### src/rtl/usb_desc_pkg.sv
// rtl/usb_desc_pkg.sv - shared constants and state encoding for the EP0 descriptor reader
package usb_desc_pkg;

  // bDescriptorType values handled by the reader
  localparam logic [7:0] DT_DEV   = 8'd1;
  localparam logic [7:0] DT_CFG   = 8'd2;
  localparam logic [7:0] DT_STR   = 8'd3;
  localparam logic [7:0] DT_QUAL  = 8'd6;
  localparam logic [7:0] DT_OSCFG = 8'd7;

  // String descriptor indices
  localparam logic [1:0] STR_LANG    = 2'd0;
  localparam logic [1:0] STR_VENDOR  = 2'd1;
  localparam logic [1:0] STR_PRODUCT = 2'd2;
  localparam logic [1:0] STR_SERIAL  = 2'd3;

  // Fixed descriptor lengths
  localparam logic [7:0] DEV_LEN  = 8'd18;
  localparam logic [7:0] QUAL_LEN = 8'd10;
  localparam logic [7:0] LANG_LEN = 8'd4;

  // Other-speed configuration reuses a configuration image with its type byte patched
  localparam logic [7:0] OSCFG_TYPE_BYTE = 8'h07;

  typedef enum logic [2:0] {
    ST_IDLE,
    ST_LOOKUP,
    ST_WAIT_IN,
    ST_SEND,
    ST_WAIT_ACK
  } state_t;

endpackage

### src/rtl/usb_desc_lookup.sv
// rtl/usb_desc_lookup.sv - maps descriptor type/index/speed to ROM base, length and stall
module usb_desc_lookup
  import usb_desc_pkg::*;
#(
  parameter int HSSUPPORT = 1
) (
  input  logic [7:0] desc_type,
  input  logic [7:0] desc_index,
  input  logic       highspeed,
  input  logic       have_strings,
  input  logic [9:0] dev_addr,
  input  logic [9:0] qual_addr,
  input  logic [9:0] fscfg_addr,
  input  logic [7:0] fscfg_len,
  input  logic [9:0] hscfg_addr,
  input  logic [7:0] hscfg_len,
  input  logic [9:0] strlang_addr,
  input  logic [9:0] strvendor_addr,
  input  logic [7:0] strvendor_len,
  input  logic [9:0] strproduct_addr,
  input  logic [7:0] strproduct_len,
  input  logic [9:0] strserial_addr,
  input  logic [7:0] strserial_len,
  output logic [9:0] base,
  output logic [7:0] len,
  output logic       subst,
  output logic       stall
);

  // Descriptor selection; anything not recognised stalls the control transfer
  always_comb begin
    base  = 10'd0;
    len   = 8'd0;
    subst = 1'b0;
    stall = 1'b0;
    case (desc_type)
      DT_DEV: begin
        base = dev_addr;
        len  = DEV_LEN;
      end
      DT_CFG: begin
        base = highspeed ? hscfg_addr : fscfg_addr;
        len  = highspeed ? hscfg_len : fscfg_len;
      end
      DT_QUAL: begin
        if (HSSUPPORT == 0) begin
          stall = 1'b1;
        end else begin
          base = qual_addr;
          len  = QUAL_LEN;
        end
      end
      DT_OSCFG: begin
        if (HSSUPPORT == 0) begin
          stall = 1'b1;
        end else begin
          base  = highspeed ? fscfg_addr : hscfg_addr;
          len   = highspeed ? fscfg_len : hscfg_len;
          subst = 1'b1;
        end
      end
      DT_STR: begin
        if (!have_strings || desc_index > 8'd3) begin
          stall = 1'b1;
        end else begin
          case (desc_index[1:0])
            STR_LANG: begin
              base = strlang_addr;
              len  = LANG_LEN;
            end
            STR_VENDOR: begin
              base = strvendor_addr;
              len  = strvendor_len;
            end
            STR_PRODUCT: begin
              base = strproduct_addr;
              len  = strproduct_len;
            end
            default: begin
              base = strserial_addr;
              len  = strserial_len;
            end
          endcase
        end
      end
      default: stall = 1'b1;
    endcase
  end

endmodule

### src/rtl/usb_desc_reader.sv
// rtl/usb_desc_reader.sv - EP0 GET_DESCRIPTOR responder streaming ROM bytes as IN packets
module usb_desc_reader
  import usb_desc_pkg::*;
#(
  parameter int EP0_MAXPKT = 64,
  parameter int HSSUPPORT  = 1
) (
  input  logic        CLK,
  input  logic        RESET_N,
  input  logic        i_req_valid,
  input  logic [7:0]  i_desc_type,
  input  logic [7:0]  i_desc_index,
  input  logic [15:0] i_wlength,
  input  logic        i_highspeed,
  input  logic [9:0]  i_desc_dev_addr,
  input  logic [9:0]  i_desc_qual_addr,
  input  logic [9:0]  i_desc_fscfg_addr,
  input  logic [7:0]  i_desc_fscfg_len,
  input  logic [9:0]  i_desc_hscfg_addr,
  input  logic [7:0]  i_desc_hscfg_len,
  input  logic [9:0]  i_desc_strlang_addr,
  input  logic [9:0]  i_desc_strvendor_addr,
  input  logic [7:0]  i_desc_strvendor_len,
  input  logic [9:0]  i_desc_strproduct_addr,
  input  logic [7:0]  i_desc_strproduct_len,
  input  logic [9:0]  i_desc_strserial_addr,
  input  logic [7:0]  i_desc_strserial_len,
  input  logic        i_descrom_have_strings,
  output logic [9:0]  o_descrom_raddr,
  input  logic [7:0]  i_descrom_rdat,
  input  logic        i_in_token,
  input  logic        i_ack,
  input  logic        i_nak_retry,
  output logic [7:0]  o_txdat,
  output logic        o_txvalid,
  input  logic        i_txready,
  output logic        o_txlast,
  output logic        o_zlp,
  output logic        o_stall,
  output logic        o_busy
);

  localparam logic [7:0] MAXPKT8 = 8'(EP0_MAXPKT);
  localparam logic [7:0] MASK8   = 8'(EP0_MAXPKT - 1);

  state_t      state_q, state_d;
  logic [7:0]  type_q, index_q;
  logic [15:0] wlen_q;
  logic        hs_q;
  logic [9:0]  base_q, base_d;
  logic [7:0]  total_q, total_d;
  logic [7:0]  sent_q, sent_d;
  logic [7:0]  pkt_off_q, pkt_off_d;
  logic        need_zlp_q, need_zlp_d;
  logic        zlp_pend_q, zlp_pend_d;
  logic        subst_q, subst_d;
  logic        stall_q, stall_d;
  logic        zlp_q, zlp_d;
  logic [9:0]  raddr_q, raddr_d;

  logic [9:0]  lk_base;
  logic [7:0]  lk_len;
  logic        lk_subst, lk_stall;
  logic [7:0]  lk_total;
  logic [7:0]  remain, pkt_len, cur_off;
  logic        last_byte;

  usb_desc_lookup #(.HSSUPPORT(HSSUPPORT)) u_lookup (
    .desc_type       (type_q),
    .desc_index      (index_q),
    .highspeed       (hs_q),
    .have_strings    (i_descrom_have_strings),
    .dev_addr        (i_desc_dev_addr),
    .qual_addr       (i_desc_qual_addr),
    .fscfg_addr      (i_desc_fscfg_addr),
    .fscfg_len       (i_desc_fscfg_len),
    .hscfg_addr      (i_desc_hscfg_addr),
    .hscfg_len       (i_desc_hscfg_len),
    .strlang_addr    (i_desc_strlang_addr),
    .strvendor_addr  (i_desc_strvendor_addr),
    .strvendor_len   (i_desc_strvendor_len),
    .strproduct_addr (i_desc_strproduct_addr),
    .strproduct_len  (i_desc_strproduct_len),
    .strserial_addr  (i_desc_strserial_addr),
    .strserial_len   (i_desc_strserial_len),
    .base            (lk_base),
    .len             (lk_len),
    .subst           (lk_subst),
    .stall           (lk_stall)
  );

  // Transfer length is clipped to what the host asked for
  assign lk_total  = (wlen_q < {8'h00, lk_len}) ? wlen_q[7:0] : lk_len;
  assign remain    = total_q - sent_q;
  assign pkt_len   = (remain > MAXPKT8) ? MAXPKT8 : remain;
  assign cur_off   = sent_q + pkt_off_q;
  assign last_byte = (pkt_off_q == pkt_len - 8'd1);

  assign o_descrom_raddr = raddr_q;
  assign o_txvalid       = (state_q == ST_SEND);
  assign o_txlast        = o_txvalid && last_byte;
  assign o_txdat         = (subst_q && cur_off == 8'd1) ? OSCFG_TYPE_BYTE : i_descrom_rdat;
  assign o_zlp           = zlp_q;
  assign o_stall         = stall_q;
  assign o_busy          = (state_q != ST_IDLE);

  // Next-state, counters and one-cycle ZLP strobe
  always_comb begin
    state_d    = state_q;
    base_d     = base_q;
    total_d    = total_q;
    sent_d     = sent_q;
    pkt_off_d  = pkt_off_q;
    need_zlp_d = need_zlp_q;
    zlp_pend_d = zlp_pend_q;
    subst_d    = subst_q;
    stall_d    = stall_q;
    zlp_d      = 1'b0;
    if (i_req_valid) begin
      state_d    = ST_LOOKUP;
      stall_d    = 1'b0;
      sent_d     = 8'd0;
      pkt_off_d  = 8'd0;
      zlp_pend_d = 1'b0;
    end else begin
      case (state_q)
        ST_LOOKUP: begin
          if (lk_stall) begin
            stall_d = 1'b1;
            state_d = ST_IDLE;
          end else begin
            base_d     = lk_base;
            subst_d    = lk_subst;
            total_d    = lk_total;
            need_zlp_d = ((lk_total & MASK8) == 8'd0) && ({8'h00, lk_total} < wlen_q);
            zlp_pend_d = (lk_total == 8'd0);
            state_d    = ST_WAIT_IN;
          end
        end
        ST_WAIT_IN: begin
          if (i_in_token) begin
            if (zlp_pend_q) begin
              zlp_d      = 1'b1;
              zlp_pend_d = 1'b0;
              state_d    = ST_IDLE;
            end else begin
              state_d = ST_SEND;
            end
          end
        end
        ST_SEND: begin
          if (i_txready) begin
            if (last_byte) begin
              state_d = ST_WAIT_ACK;
            end else begin
              pkt_off_d = pkt_off_q + 8'd1;
            end
          end
        end
        ST_WAIT_ACK: begin
          if (i_nak_retry) begin
            pkt_off_d = 8'd0;
            state_d   = ST_WAIT_IN;
          end else if (i_ack) begin
            sent_d    = sent_q + pkt_len;
            pkt_off_d = 8'd0;
            if (sent_d < total_q) begin
              state_d = ST_WAIT_IN;
            end else if (need_zlp_q) begin
              zlp_pend_d = 1'b1;
              state_d    = ST_WAIT_IN;
            end else begin
              state_d = ST_IDLE;
            end
          end
        end
        default: state_d = ST_IDLE;
      endcase
    end
    raddr_d = base_d + {2'b00, sent_d} + {2'b00, pkt_off_d};
  end

  // State, counters, latched request and registered ROM address
  always_ff @(posedge CLK) begin
    if (!RESET_N) begin
      state_q    <= ST_IDLE;
      type_q     <= 8'd0;
      index_q    <= 8'd0;
      wlen_q     <= 16'd0;
      hs_q       <= 1'b0;
      base_q     <= 10'd0;
      total_q    <= 8'd0;
      sent_q     <= 8'd0;
      pkt_off_q  <= 8'd0;
      need_zlp_q <= 1'b0;
      zlp_pend_q <= 1'b0;
      subst_q    <= 1'b0;
      stall_q    <= 1'b0;
      zlp_q      <= 1'b0;
      raddr_q    <= 10'd0;
    end else begin
      if (i_req_valid) begin
        type_q  <= i_desc_type;
        index_q <= i_desc_index;
        wlen_q  <= i_wlength;
        hs_q    <= i_highspeed;
      end
      state_q    <= state_d;
      base_q     <= base_d;
      total_q    <= total_d;
      sent_q     <= sent_d;
      pkt_off_q  <= pkt_off_d;
      need_zlp_q <= need_zlp_d;
      zlp_pend_q <= zlp_pend_d;
      subst_q    <= subst_d;
      stall_q    <= stall_d;
      zlp_q      <= zlp_d;
      raddr_q    <= raddr_d;
    end
  end

endmodule

### config.mk
export PLATFORM = sky130hd
export DESIGN_NAME = usb_desc_reader
export DESIGN_NICKNAME = d
export VERILOG_FILES = /design/src/rtl/usb_desc_pkg.sv /design/src/rtl/usb_desc_lookup.sv /design/src/rtl/usb_desc_reader.sv
export SDC_FILE = /design/constraint.sdc
export NUM_CORES = 1
export LEC_CHECK = 0
export ABC_AREA = 1
export CORE_MARGIN = 2
export CORE_UTILIZATION = 35
export DETAILED_ROUTE_END_ITERATION = 8
export PLACE_DENSITY_LB_ADDON = 0.3
export SYNTH_ARGS = -nofsm -noshare
export SYNTH_HDL_FRONTEND = slang
export SYNTH_SLANG_ARGS = --single-unit
### constraint.sdc
create_clock -name CLK -period 6.6 [get_ports CLK]
set_input_delay 1.32 -clock CLK [delete_from_list [all_inputs] [get_ports CLK]]
set_output_delay 1.32 -clock CLK [all_outputs]
set_load 0.005 [all_outputs]
==> impl_metrics.ini <==
[drt]
totalWireLength_um = 24500
first_iter_violations = 559
routed-via-count = 8143
viasPerCell = 5.05
dr.pass1.iters = 5
antenna_left = 0
drcViolationCount = 0
detail_route.wl_per_cell_um = 15.2

[worst_setup_path]
slowest_delay_ns = 0.51
worstSetupStartpointType = register
slowest_stage = fa_1
path_buf_inv = 5
worstPathArrival_ns = 6.07
worstSetupEndpointType = register
rr_worst_depth = 36
crit_required_ns = 6.85
crit_type = reg2reg
crit_fanout = 6
rr_endpoint = o_descrom_raddr[9]$_SDFF_PN0_
reg2reg_slack_ns = 0.78
cp_top_family = adder cells
cpMostUsedCell = nor2_1
crit_cells = 36
r2r_start = sent_q[0]$_SDFF_PN0_
crit_path_end = o_descrom_raddr[9]$_SDFF_PN0_
crit_start = sent_q[0]$_SDFF_PN0_

[die]
row_count = 52
ioPinCount = 192
start_util = 0.358
design.core.area_mm2 = 0.0203
die_h_um = 148
dieWidth_um = 148
dieArea_mm2 = 0.0220

[power]
switchingPower_uw = 418
power.ir.vdd_worst_mv = 0.121
seqPwrFrac = 0.392
switching_share = 0.301
p_int_uw = 972
leakagePower_nw = 4.61
clock_power_share = 0.358
power.density_mw_per_mm2 = 143
p_comb_frac = 0.250

[yosys]
synth-seq-cells = 85
syn_inst = 1162
ys_types = 50
synth_edf_count = 0
synth_area_per_cell_um2 = 6.26
ys_seq_area_frac = 0.234
synth-async-reset-ratio = 0
synth_flop_cell = dfxtp_1
syn_nets = 1395
yosysWarnings = 0
synth_area_mm2 = 0.00728

[clock_tree]
cts_resized = 0
postCtsSetupBuffers = 0
cts.sinks = 85
root_buffer = clkbuf_16
clk_pin_slew_ns = 0.07
cts_buffers = 9
cts_buffer_depth = 2
clk_latency_ns = 0.35
htreeDepth = 3
tritoncts = built
cts_hold_buf = 0

[sta]
setup_viol = 0
fin_crit_ns = 5.82
fmax_mhz = 172
finalSetupTns_ns = 0
rsz0062_at_grt = false
finClkSkew_ns = 0.0104
hold_viol = 0
finalMaxSlewViolations = 0
min_period_over_period = 0.882
worst_slew_pin_slew_ns = 1.05
slew_headroom = 0.292

[placement]
hpwl_um = 19900
numPortBuffers = 191
gp_congestion = 0.886
dp.cells = 1595

[cells_and_area]
fin_nets = 1569
fin_cells = 1611
syn_to_final_growth_pct = 33.9
num-fill-cells = 2075
antennaDiodeCount = 0
drive_gt1_frac = 0.0455

[run_status]
outcome = complete, no violations

[grt]
grt-ovfl-total = 0
antenna_found_initial = 0
grt_pass1_wl_um = 38900
grt_pass1_vias = 7662
grt_use_total = 0.223
grt_max_degree = 47

[flow_run]
max-cap-violations = 0

[hold_path]
worstHoldPathType = reg2reg
## layout by cell type (no fill, tap or decap), drive strengths merged, types with 19 or more instances in the layout
cell / n
a21oi: 93
clkdlybuf4s50: 191
dfxtp: 85
ha: 52
inv: 178
nand2: 247
nand3: 76
nand4: 19
nor2: 151
nor3: 23
o21ai: 100
## worst min-delay path by stage
| stage | startpoint | end | slack, ns | cells past startpoint |
|---|---|---|---|---|
| finish | o_stall$_SDFFE_PP0P_ | o_stall$_SDFFE_PP0P_ | 0.46 | 2 |
| global route | zlp_pend_q$_SDFFE_PP0P_ | o_zlp$_SDFF_PP0_ | 0.49 | 2 |
| CTS | o_stall$_SDFFE_PP0P_ | o_stall$_SDFFE_PP0P_ | 0.47 | 2 |
| detailed placement | o_stall$_SDFFE_PP0P_ | o_stall$_SDFFE_PP0P_ | 0.46 | 2 |
| global placement | o_stall$_SDFFE_PP0P_ | o_stall$_SDFFE_PP0P_ | 0.45 | 2 |
| floorplan | zlp_pend_q$_SDFFE_PP0P_ | o_zlp$_SDFF_PP0_ | 0.44 | 2 |
## metal layers
| metal | wire length [um] | global-route usage | vias up |
|---|---|---|---|
| met5 | 0 | 0 | - |
| met4 | 762 | 0.0838 | 0 |
| met1 | 10700 | 0.280 | 3687 |
| met3 | 1230 | 0.0396 | 46 |
| met2 | 11800 | 0.384 | 229 |
| li1 | - | - | 4181 |
## synth_stat cells (4+ instances only)
master    count  area, um2
a21oi_1      92        460
a221oi_1     10       87.6
a22o_1        4       35.0
a31oi_1       4       25.0
clkbuf_1     33        124
dfxtp_1      85       1700
fa_1         12        240
ha_1         52        651
inv_1       173        649
inv_2         4       15.0
nand2_1     236        886
nand2_2      10       62.6
nand3_1      70        350
nand3_2       5       50.1
nand4_1      19        119
nor2_1      144        541
nor2_2        6       37.5
nor3_1       23        115
nor4_1        9       56.3
o211ai_1     14        105
o21a_1        6       45.0
o21ai_0      96        480
o22ai_1       4       25.0
xnor2_1       7       61.3
xor2_1        6       52.6
## worst reg2reg max path: cells and delay by family, from the launching register on
| kind | cells | cell delay, ns |
|---|---|---|
| AND/OR/NAND/NOR | 15 | 1.54 |
| buffers and inverters | 5 | 0.31 |
| XOR/XNOR | 2 | 0.39 |
| AO/OA/AOI/OAI | 8 | 1.10 |
| flip-flops | 1 | 0.42 |
| adder cells (fa/ha/maj) | 6 | 1.98 |
## kinds of logic after synthesis
family                   synth area share
AO/OA/AOI/OAI                       0.193
XOR/XNOR                           0.0156
adder cells (fa/ha/maj)             0.122
multiplexers                      0.00138
AND/OR/NAND/NOR                     0.317
buffers and inverters               0.117
flip-flops                          0.234
## layout make-up
cell class,count,area [um2],area share
multi-input cells,856,4730,0.486
repair buffers,204,2010,0.206
flip-flops and latches,85,1700,0.175
inverters,180,676,0.0693
well taps,270,338,0.0347
clock buffers,11,243,0.0249
clock inverters,5,45.0,0.00462
## per-stage QoR
stage	utilization	cell area, um2	hold slack [ns]	setup WS (ns)	total power [mW]
after floorplan	-	7280	0.441	1.35	0.734
after global placement	0.466	9460	0.446	0.987	0.895
after detailed placement	0.466	9460	0.461	0.842	0.900
after CTS	0.480	9740	0.471	0.804	1.40
after global routing	0.480	9740	0.490	0.311	1.46
final	0.480	9740	0.462	0.781	1.39
## sequential cells by signal, summed over array words and instances (netlist names)
name / count
zlp_pend_q: 1
base_q: 10
pkt_off_q: 8
o_descrom_raddr: 10
total_q: 8
need_zlp_q: 1
hs_q: 1
state_q: 3
o_zlp: 1
index_q: 8
type_q: 8
wlen_q: 16
sent_q: 8
o_stall: 1
subst_q: 1
## power groups by stage
stage,combinational (mW),clock [mW],sequential (mW)
floorplan,0.183,0,0.551
detailed placement,0.344,0,0.556
CTS,0.346,0.511,0.545
global placement,0.340,0,0.556
finish,0.348,0.497,0.545
global route,0.389,0.528,0.547
No activity file was read; power rests on OpenSTA's default activity.
